==> config.mk <==
export PLATFORM = sky130hd
export DESIGN_NAME = status_flag_unit
export DESIGN_NICKNAME = d
export VERILOG_FILES = /design/src/rtl/status_flag_unit.sv
export SDC_FILE = /design/constraint.sdc
export NUM_CORES = 1
export LEC_CHECK = 0
export ABC_AREA = 0
export BUFFER_PORTS_ARGS = -buffer_cell sky130_fd_sc_hd__buf_2
export CAP_MARGIN = 10
export CORE_MARGIN = 2
export CORE_UTILIZATION = 44
export CTS_CLUSTER_SIZE = 30
export DETAILED_ROUTE_END_ITERATION = 16
export PLACE_DENSITY = 0.82
export RECOVER_POWER = 100
export SYNTH_ARGS = -nofsm -noshare
export SYNTH_HDL_FRONTEND = slang
export SYNTH_SLANG_ARGS = --single-unit
==> constraint.sdc <==
create_clock -name iClk -period 4.1 [get_ports iClk]
set_input_delay 0.82 -clock iClk [delete_from_list [all_inputs] [get_ports iClk]]
set_output_delay 0.82 -clock iClk [all_outputs]
set_load 0.03 [all_outputs]
==> src/rtl/status_flag_unit.sv <==
// Condition-flag producer: derives {V,N,Z} from ALU results, holds them in a
// status register, and saves/restores them through a small interrupt LIFO.
module status_flag_unit #(
  parameter int DATA_WIDTH  = 16,
  parameter int STACK_DEPTH = 4
) (
  input  logic                               iClk,
  input  logic                               iRstN,
  input  logic                               iFlagWrEn,
  input  logic                               iSubtract,
  input  logic [DATA_WIDTH-1:0]              iOperandA,
  input  logic [DATA_WIDTH-1:0]              iOperandB,
  input  logic [DATA_WIDTH-1:0]              iResult,
  input  logic                               iFlagLoad,
  input  logic [2:0]                         iFlagData,
  input  logic                               iFlagPush,
  input  logic                               iFlagPop,
  output logic                               oZeroFlag,
  output logic                               oNegativeFlag,
  output logic                               oOverflowFlag,
  output logic                               oFlagHazard,
  output logic [$clog2(STACK_DEPTH+1)-1:0]   oStackDepth,
  output logic                               oStackFull,
  output logic                               oStackEmpty,
  output logic                               oStackErr
);

  localparam int M       = DATA_WIDTH - 1;
  localparam int DEPTH_W = $clog2(STACK_DEPTH + 1);
  localparam int IDX_W   = (STACK_DEPTH > 1) ? $clog2(STACK_DEPTH) : 1;

  logic [2:0]         flags_q, flags_d;
  logic [DEPTH_W-1:0] depth_q, depth_d;
  logic               err_q, err_d;
  logic [2:0]         stack_q [STACK_DEPTH];
  logic [2:0]         stack_d [STACK_DEPTH];

  logic [2:0]         alu_flags;
  logic               v_add, v_sub;
  logic               full, empty;
  logic               illegal, push_ok, pop_ok, err_event;
  logic [DEPTH_W-1:0] depth_m1;
  logic [IDX_W-1:0]   wr_idx, top_idx;
  logic               unused_operand_bits;

  // Only the sign bits of the operands take part in the overflow rule.
  assign unused_operand_bits = ^{iOperandA, iOperandB};

  assign full     = (depth_q == DEPTH_W'(STACK_DEPTH));
  assign empty    = (depth_q == '0);
  assign depth_m1 = depth_q - DEPTH_W'(1);
  assign wr_idx   = depth_q[IDX_W-1:0];
  assign top_idx  = depth_m1[IDX_W-1:0];

  always_comb begin
    v_add     = (iOperandA[M] == iOperandB[M]) && (iResult[M] != iOperandA[M]);
    v_sub     = (iOperandA[M] != iOperandB[M]) && (iResult[M] != iOperandA[M]);
    alu_flags = {(iSubtract ? v_sub : v_add), iResult[M], (iResult == '0)};
  end

  always_comb begin
    illegal   = iFlagPush & iFlagPop;
    push_ok   = iFlagPush & ~iFlagPop & ~full;
    pop_ok    = iFlagPop & ~iFlagPush & ~empty;
    err_event = illegal
              | (iFlagPush & ~iFlagPop & full)
              | (iFlagPop & ~iFlagPush & empty);

    flags_d = flags_q;
    depth_d = depth_q;
    err_d   = err_q | err_event;
    stack_d = stack_q;

    // A simultaneous push+pop freezes everything, including load and write.
    if (!illegal) begin
      if (pop_ok) begin
        flags_d = stack_q[top_idx];
        depth_d = depth_m1;
      end else if (iFlagLoad) begin
        flags_d = iFlagData;
      end else if (iFlagWrEn) begin
        flags_d = alu_flags;
      end

      // Push saves the pre-update register value.
      if (push_ok) begin
        stack_d[wr_idx] = flags_q;
        depth_d         = depth_q + DEPTH_W'(1);
      end
    end
  end

  always_ff @(posedge iClk or negedge iRstN) begin
    if (!iRstN) begin
      flags_q <= 3'b000;
      depth_q <= '0;
      err_q   <= 1'b0;
    end else begin
      flags_q <= flags_d;
      depth_q <= depth_d;
      err_q   <= err_d;
    end
  end

  // Stack contents need no reset: depth alone defines which entries are live.
  always_ff @(posedge iClk) begin
    stack_q <= stack_d;
  end

  assign oOverflowFlag = flags_q[2];
  assign oNegativeFlag = flags_q[1];
  assign oZeroFlag     = flags_q[0];
  assign oFlagHazard   = iFlagWrEn | iFlagLoad | iFlagPop;
  assign oStackDepth   = depth_q;
  assign oStackFull    = full;
  assign oStackEmpty   = empty;
  assign oStackErr     = err_q;

endmodule

* Yosys cells after proc, flatten, opt, wreduce, memory -nomap -nowiden
Index checks and enable logic that the tools add are counted.
** Operators by class
- $lt $le $gt $ge :: 3
- Reduce and logical (&&, ||, !) cells :: 10
- Add/sub/neg operators :: 2
- Eq/ne operators :: 4
- Bitwise gates (word level) :: 19
- Muxes and demuxes :: 12
** Operators by type and width (count)
- 2-to-1 mux 3 bit :: 8
- zero test 16 bit :: 1
- bitwise mux 12 bit :: 1
- AND 1 bit :: 7
- binary-select mux 3 bit (select 2 bit) :: 1
- demux 3 bit (select 2 bit) :: 1
- >= comparator 3 bit, second input constant :: 2
- inverter 2 -> 3 bit :: 2
- AND reduction 2 bit :: 3
- inverter 1 bit :: 5
- bitwise OR 1 bit :: 5
- adder 3 x 1 -> 3 bit, second input constant :: 1
- equality test 3 bit, second input constant :: 1
- logical AND 1 bit :: 3
- zero test 3 bit :: 1
- < comparator 3 x 1 -> 1 bit, second input constant :: 1
- nonzero test 3 bit :: 1
- subtractor 3 x 1 -> 3 bit, second input constant :: 1
- != test 1 bit :: 2
- nonzero test 2 bit :: 1
- equality test 1 bit :: 1
- 2-to-1 mux 1 bit :: 1
** Word-level totals
- Output and inout port bits :: 10
- Input bits :: 58
- Bits in registers :: 19

* Depth between registers and ports, before layout
Gate-level depths: netlist of the first run.
- Word-level depth :: 6
- Depth in mapped cells :: 7
- Gate-level depth less buffers :: 6

* Worst setup path before layout of the first run
No wires, ideal clock.
- Path type :: register to output
- From :: reg depth_q[0] (netlist: oStackDepth[0])
- To :: out oStackEmpty
- Slack :: 1.689 ns
- Arrival time :: 1.591 ns
- Path buffers :: 1
- Data required time :: 3.280 ns
- Cell stages (with the launch flop) :: 5
- Cells stage by stage :: dfrtp_1 > buf_6 > inv_1 > ha_1 > nor2b_1
** On the way
- Cells in the longest elaborated chain, start to end :: 1
** RTL lines
- start: declaration :: RTL line 33 : logic [DEPTH_W-1:0] depth_q, depth_d;
- start signal: assignment :: RTL line 100 : depth_q <= depth_d;
- zero test 3 bit :: RTL line 50 : assign empty = (depth_q == '0);
- end: declaration :: RTL line 24 : output logic oStackEmpty,
Every way passes these cells.

* Worst setup path after layout of the first run
Ends and elaborated chain as after synthesis.

==> results of run 1 <==
## worst reg2reg max path, stage by stage (launching register included)
cell and delay (ns):
dfrtp_1 0.57, inv_1 0.16, ha_1 0.26, and2_0 0.21, nor3b_1 0.58, and2_0 0.36
## worst paths after layout
| path | from | to |
|---|---|---|
| worst max-delay path | oStackDepth[0]$_DFFE_PN0P_ | oStackEmpty |
| worst min-delay path | iRstN | flags_q[0]$_DFFE_PN0P_ |
| worst max register to register | oStackDepth[0]$_DFFE_PN0P_ | stack_q[9]$_DFFE_PP_ |
| worst min register to register | oStackErr$_DFF_PN0_ | oStackErr$_DFF_PN0_ |
| max in group asynchronous | iRstN | oStackDepth[0]$_DFFE_PN0P_ |
| min in group iClk | oStackErr$_DFF_PN0_ | oStackErr$_DFF_PN0_ |
## per-layer routing
metal  global-route usage  vias to the layer above  part of all wire
li1                     -                      373                 -
met1                0.234                      377              0.45
met2                0.308                       20              0.50
met3               0.0286                        4             0.040
met4               0.0641                        0            0.0091
met5                    0                        -                 0
## cell families (layout without fill, tap and decap cells)
logic type / Yosys count / after routing / synth area share
mux: 7 / 7 / 0.118
buf+inv: 7 / 46 / 0.0365
xor+xnor: 3 / 3 / 0.0256
simple gates: 23 / 23 / 0.143
fa+ha+maj: 5 / 5 / 0.0609
compound gates: 14 / 14 / 0.0950
flops: 19 / 19 / 0.521
## power breakdown
| part | internal [mW] | leakage, nW | switching, mW |
|---|---|---|---|
| logic | 0.124 | 0.310 | 0.180 |
| registers | 0.254 | 0.188 | 0.0455 |
| clock network | 0.0363 | 0.0177 | 0.0555 |
## placed cells by master, fill, tap and decap left out, types with 2 or more instances in the layout
cell type  count
a21oi_1        3
a221oi_1       2
and2_0         5
buf_2         26
clkbuf_1      11
clkbuf_4       3
dfrtp_1        7
edfxtp_1      12
ha_1           5
inv_1          4
mux2i_1        2
mux4_1         2
nand2_1        2
nand2b_1       3
nor2_1         2
nor3_1         3
nor4_1         2
o21ai_0        2
xnor2_1        2
## state kept, by name, summed over array words and instances (netlist names)
name	flops
flags_q	3
stack_q	12
oStackErr	1
oStackDepth	3
## layout make-up
class | count | area (um^2)
fillers | 199 | 972
multi-input cells | 52 | 452
inverters | 5 | 18.8
clock buffers | 3 | 22.5
clock inverters | 1 | 5.00
flip-flops and latches | 19 | 536
repair buffers | 37 | 171
well taps | 28 | 35.0
## metrics by stage
stage	cell area [um^2]	setup WS (ns)	total power, mW	util
finish	1240	1.34	0.695	0.561
global route	1240	1.21	0.741	0.561
CTS	1260	1.41	0.713	0.568
detailed placement	1230	1.75	0.621	0.555
global placement	1230	1.81	0.610	0.555
floorplan	1030	1.69	0.534	-
==> reports/metrics.yaml, run 1 <==
global_routing:
  grt_util_all_layers: 0.182
  grt_start_max_net_pins: 12
  antenna_found_initial: 0
  grt_pass1_wl_um: 3550
  grt_pass1_vias: 809
  grt_overflow_total: 0
worst_setup_path:
  rr_worst_depth: 5
  cp_slowest_cell: "dfrtp_1"
  critical-path-top-delay-family: "flip-flops"
  crit_type: "register to output port"
  worstPathRequired_ns: 3.28
  cp.depth: 4
  slowest_delay_ns: 0.52
  critPathLaunchType: "register"
  path_cells: "inv_1 > ha_1 > nor2b_1 > clkbuf_1"
  crit_buf_inv: 2
  path_max_fanout: 8
  end_kind: "output port"
  arrival_ns: 1.94
  r2r_slack_ns: 1.66
sta:
  tns_ns: 0
  tightest_slew_ns: 0.676
  clock-skew-final_ns: 0.00303
  finalHoldViolCount: 0
  rsz0062_at_grt: "false"
  fin_crit_ns: 2.76
  maxSlewHeadroom: 0.548
  fin_crit_sh: 0.672
  slew_viol_final: 0
  fin_hold_ws_ns: 0.418
  setup_viol: 0
  max_freq_mhz: 363
die:
  num_io_pins: 68
  core_um2: 2210
  die_area_um2: 2740
  rows: 17
  dieWidth_um: 52.3
  start_util: 0.464
  die_h_um: 52.3
synth:
  synthCells: 78
  ys_ff_latch: 19
  synth_nets: 141
  synth.top_cell.area_share: 0.351
  synth_cell_types: 37
  syn_avg_cell_area_um2: 13.2
  synth_flop_cell: "edfxtp_1"
  yosysSeqAreaShare: 0.521
  synth_largest_area_cell: "edfxtp_1"
  yosys_warnings: 0
  synth-edff-count: 12
  synth_area_um2: 1030
  synth_common_cells: "edfxtp_1, dfrtp_1, ha_1"
  yosys-top-cells-area: "edfxtp_1, dfrtp_1, ha_1"
  async_reset_ff_frac: 0.368
  yosysMostFrequentCell: "edfxtp_1"
cts:
  cts-root-buf: "clkbuf_4"
  numCtsBuffers: 3
  clk_path_buf_depth: 2
  tritoncts: "yes"
  insertion_delay_ns: 0.29
  clock_sinks: 19
  htreeDepth: 1
  clk_pin_slew_ns: 0.10
  cts_setup_buffers: 0
  ctsHoldBuffers: 0
  cts_resized: 0
final_layout:
  nets: 181
  diodes: 0
  instances_no_fill: 145
  area_growth_pct: 20.7
  drive_gt1_frac: 0.308
placement:
  place_inst: 141
  dp_hpwl_um: 1650
  port_buffers: 37
  gp_congestion: 0.714
route:
  firstDrtPassIters: 4
  drc: 0
  wl_per_cell_um: 14.5
  vias: 774
  viasPerCell: 5.34
  ant_nets: 0
  drt_iter0_drc: 19
  wl_um: 2100
power:
  vdd_drop_max_mv: 0.513
  power_density_nw_per_um2: 560
  leakagePower_nw: 0.515
job:
  maxCapViolations: 0
status:
  status: "finished, final reports clean"
min_path:
  hold_path.class: "input pin to async pin"
Power figures use the tool's default switching activity.
==> inputs of run 2 (changes only) <==
--- a/config.mk
+++ b/config.mk
@@ -9,10 +9,10 @@
 export BUFFER_PORTS_ARGS = -buffer_cell sky130_fd_sc_hd__buf_2
 export CAP_MARGIN = 10
 export CORE_MARGIN = 2
-export CORE_UTILIZATION = 44
+export CORE_UTILIZATION = 41
 export CTS_CLUSTER_SIZE = 30
 export DETAILED_ROUTE_END_ITERATION = 16
-export PLACE_DENSITY = 0.82
+export PLACE_DENSITY = 0.77
 export RECOVER_POWER = 100
 export SYNTH_ARGS = -nofsm -noshare
 export SYNTH_HDL_FRONTEND = slang
==> constraint.sdc (replaced) <==
create_clock -name iClk -period 2.7 [get_ports iClk]
set_input_delay 0.54 -clock iClk [delete_from_list [all_inputs] [get_ports iClk]]
set_output_delay 0.54 -clock iClk [all_outputs]
set_load 0.03 [all_outputs]
==> reports/metrics.yaml, run 2 (synthesis results as in run 1) <==
cts:
  clk_pin_slew_ns: 0.11
  htreeDepth: 1
  insertion_delay_ns: 0.29
  ctsHoldBuffers: 0
  clock_sinks: 19
  cts_resized: 0
  numCtsBuffers: 3
  cts-root-buf: "clkbuf_4"
  tritoncts: "yes"
  clk_path_buf_depth: 2
  cts_setup_buffers: 0
final_layout:
  nets: 182
  final_cell_mix: "buf_2, edfxtp_1, clkbuf_1"
  largest_reg_flops: 12
  drive_gt1_frac: 0.314
  ff_latch_area_um2: 536
  top_register: "stack_q"
  diodes: 0
  final_area_um2: 1250
  area_growth_pct: 21.4
  num-fill-cells: 238
  layout_commonest_cell: "buf_2"
  utilization: 0.513
  multiInputGateArea_um2: 452
worst_setup_path:
  path_cells: "inv_1 > ha_1 > nor2b_1 > clkbuf_2"
  critical-path-top-delay-family: "flip-flops"
  reg2reg_from: "oStackDepth[0]$_DFFE_PN0P_"
  crit_type: "register to output port"
  slowest_delay_ns: 0.52
  critPathLaunchType: "register"
  crit_buf_inv: 2
  startpoint: "oStackDepth[0]$_DFFE_PN0P_"
  worstPathRequired_ns: 2.16
  cp_slowest_cell: "dfrtp_1"
  arrival_ns: 1.86
  end_kind: "output port"
  path_max_fanout: 8
route:
  firstDrtPassIters: 2
  wl_per_cell_um: 14.3
  ant_nets: 0
  wl_um: 2120
  viasPerCell: 5.25
  drc: 0
  vias: 777
  drt_iter0_drc: 3
power:
  p_int_mw: 0.630
  power_switching_mw: 0.424
  vdd_drop_max_mv: 0.461
  pwr-share-clk: 0.131
  swShare: 0.402
  seq_power_share: 0.432
  power_frac_comb: 0.437
  leakagePower_nw: 0.520
  power_density_nw_per_um2: 845
placement:
  dp_hpwl_um: 1720
  port_buffers: 37
  place_area_um2: 1240
  gp_congestion: 0.758
die:
  num_io_pins: 68
  die_h_um: 54.1
  rows: 18
  core_um2: 2430
  dieWidth_um: 54.1
  die_area_um2: 2920
  start_util: 0.422
sta:
  slew_viol_final: 0
  max_freq_mhz: 417
  finalHoldViolCount: 0
  clock-skew-final_ns: 0.00499
  rsz0062_at_grt: "false"
  maxSlewHeadroom: 0.616
  fin_crit_sh: 0.889
  fin_crit_ns: 2.40
  tns_ns: 0
  tightest_slew_ns: 0.572
  setup_viol: 0
global_routing:
  grt_start_max_net_pins: 12
  grt_pass1_wl_um: 3710
  grt_util_all_layers: 0.180
  antenna_found_initial: 0
  grt_overflow_total: 0
  grt_pass1_vias: 797
min_path:
  hold_path.class: "input pin to async pin"
status:
  status: "finished, final reports clean"
job:
  maxCapViolations: 0
run 2: cell count changes in the layout (fill, tap and decap cells not counted):
cell,delta
clkbuf_2,+1
run 2: stage by stage:
step | instances | total power [mW] | worst slack [ns] | hold slack [ns]
CTS | 148 | 1.08 | 0.332 | 0.0716
finish | 148 | 1.05 | 0.301 | 0.148
global placement | 144 | 0.930 | 0.661 | 0.386
global route | 148 | 1.13 | 0.148 | 0.160
detailed placement | 144 | 0.948 | 0.623 | 0.398
floorplan | 78 | 0.810 | 0.389 | 0.244
run 2: power groups by stage:
stage	registers, mW	logic, mW	clock network [mW]
6_report	0.456	0.460	0.138
5_1_grt	0.468	0.506	0.156
4_1_cts	0.457	0.484	0.143
3_5_place_dp	0.464	0.484	0
3_3_place_gp	0.456	0.475	0
2_1_floorplan	0.510	0.301	0
run 2: final timing paths:
kind / to / slack (ns) / cells past startpoint
worst max-delay path: oStackEmpty / 0.30 / 4
worst min-delay path: oStackErr$_DFF_PN0_ / 0.15 / 1
worst max register to register: stack_q[0]$_DFFE_PP_ / 0.48 / 6
worst min register to register: oStackErr$_DFF_PN0_ / 0.49 / 2
max in group asynchronous: oStackDepth[1]$_DFFE_PN0P_ / 2.25 / 1
min in group iClk: oStackErr$_DFF_PN0_ / 0.49 / 2
run 2: layout make-up:
type,instances,share of cell area
Sequential cell,19,0.429
Multi-Input combinational cell,52,0.362
Timing Repair Buffer,38,0.141
Tap cell,30,0.0301
Clock buffer,3,0.0181
Inverter,5,0.0150
Clock inverter,1,0.00401
run 2: metal layers:
layer / GRT usage / wire length, um / vias to the layer above
li1: - / - / 380
met1: 0.226 / 922 / 382
met2: 0.333 / 1120 / 15
met3: 0.0250 / 78 / 0
met4: 0.0250 / 0 / 0
met5: 0 / 0 / -
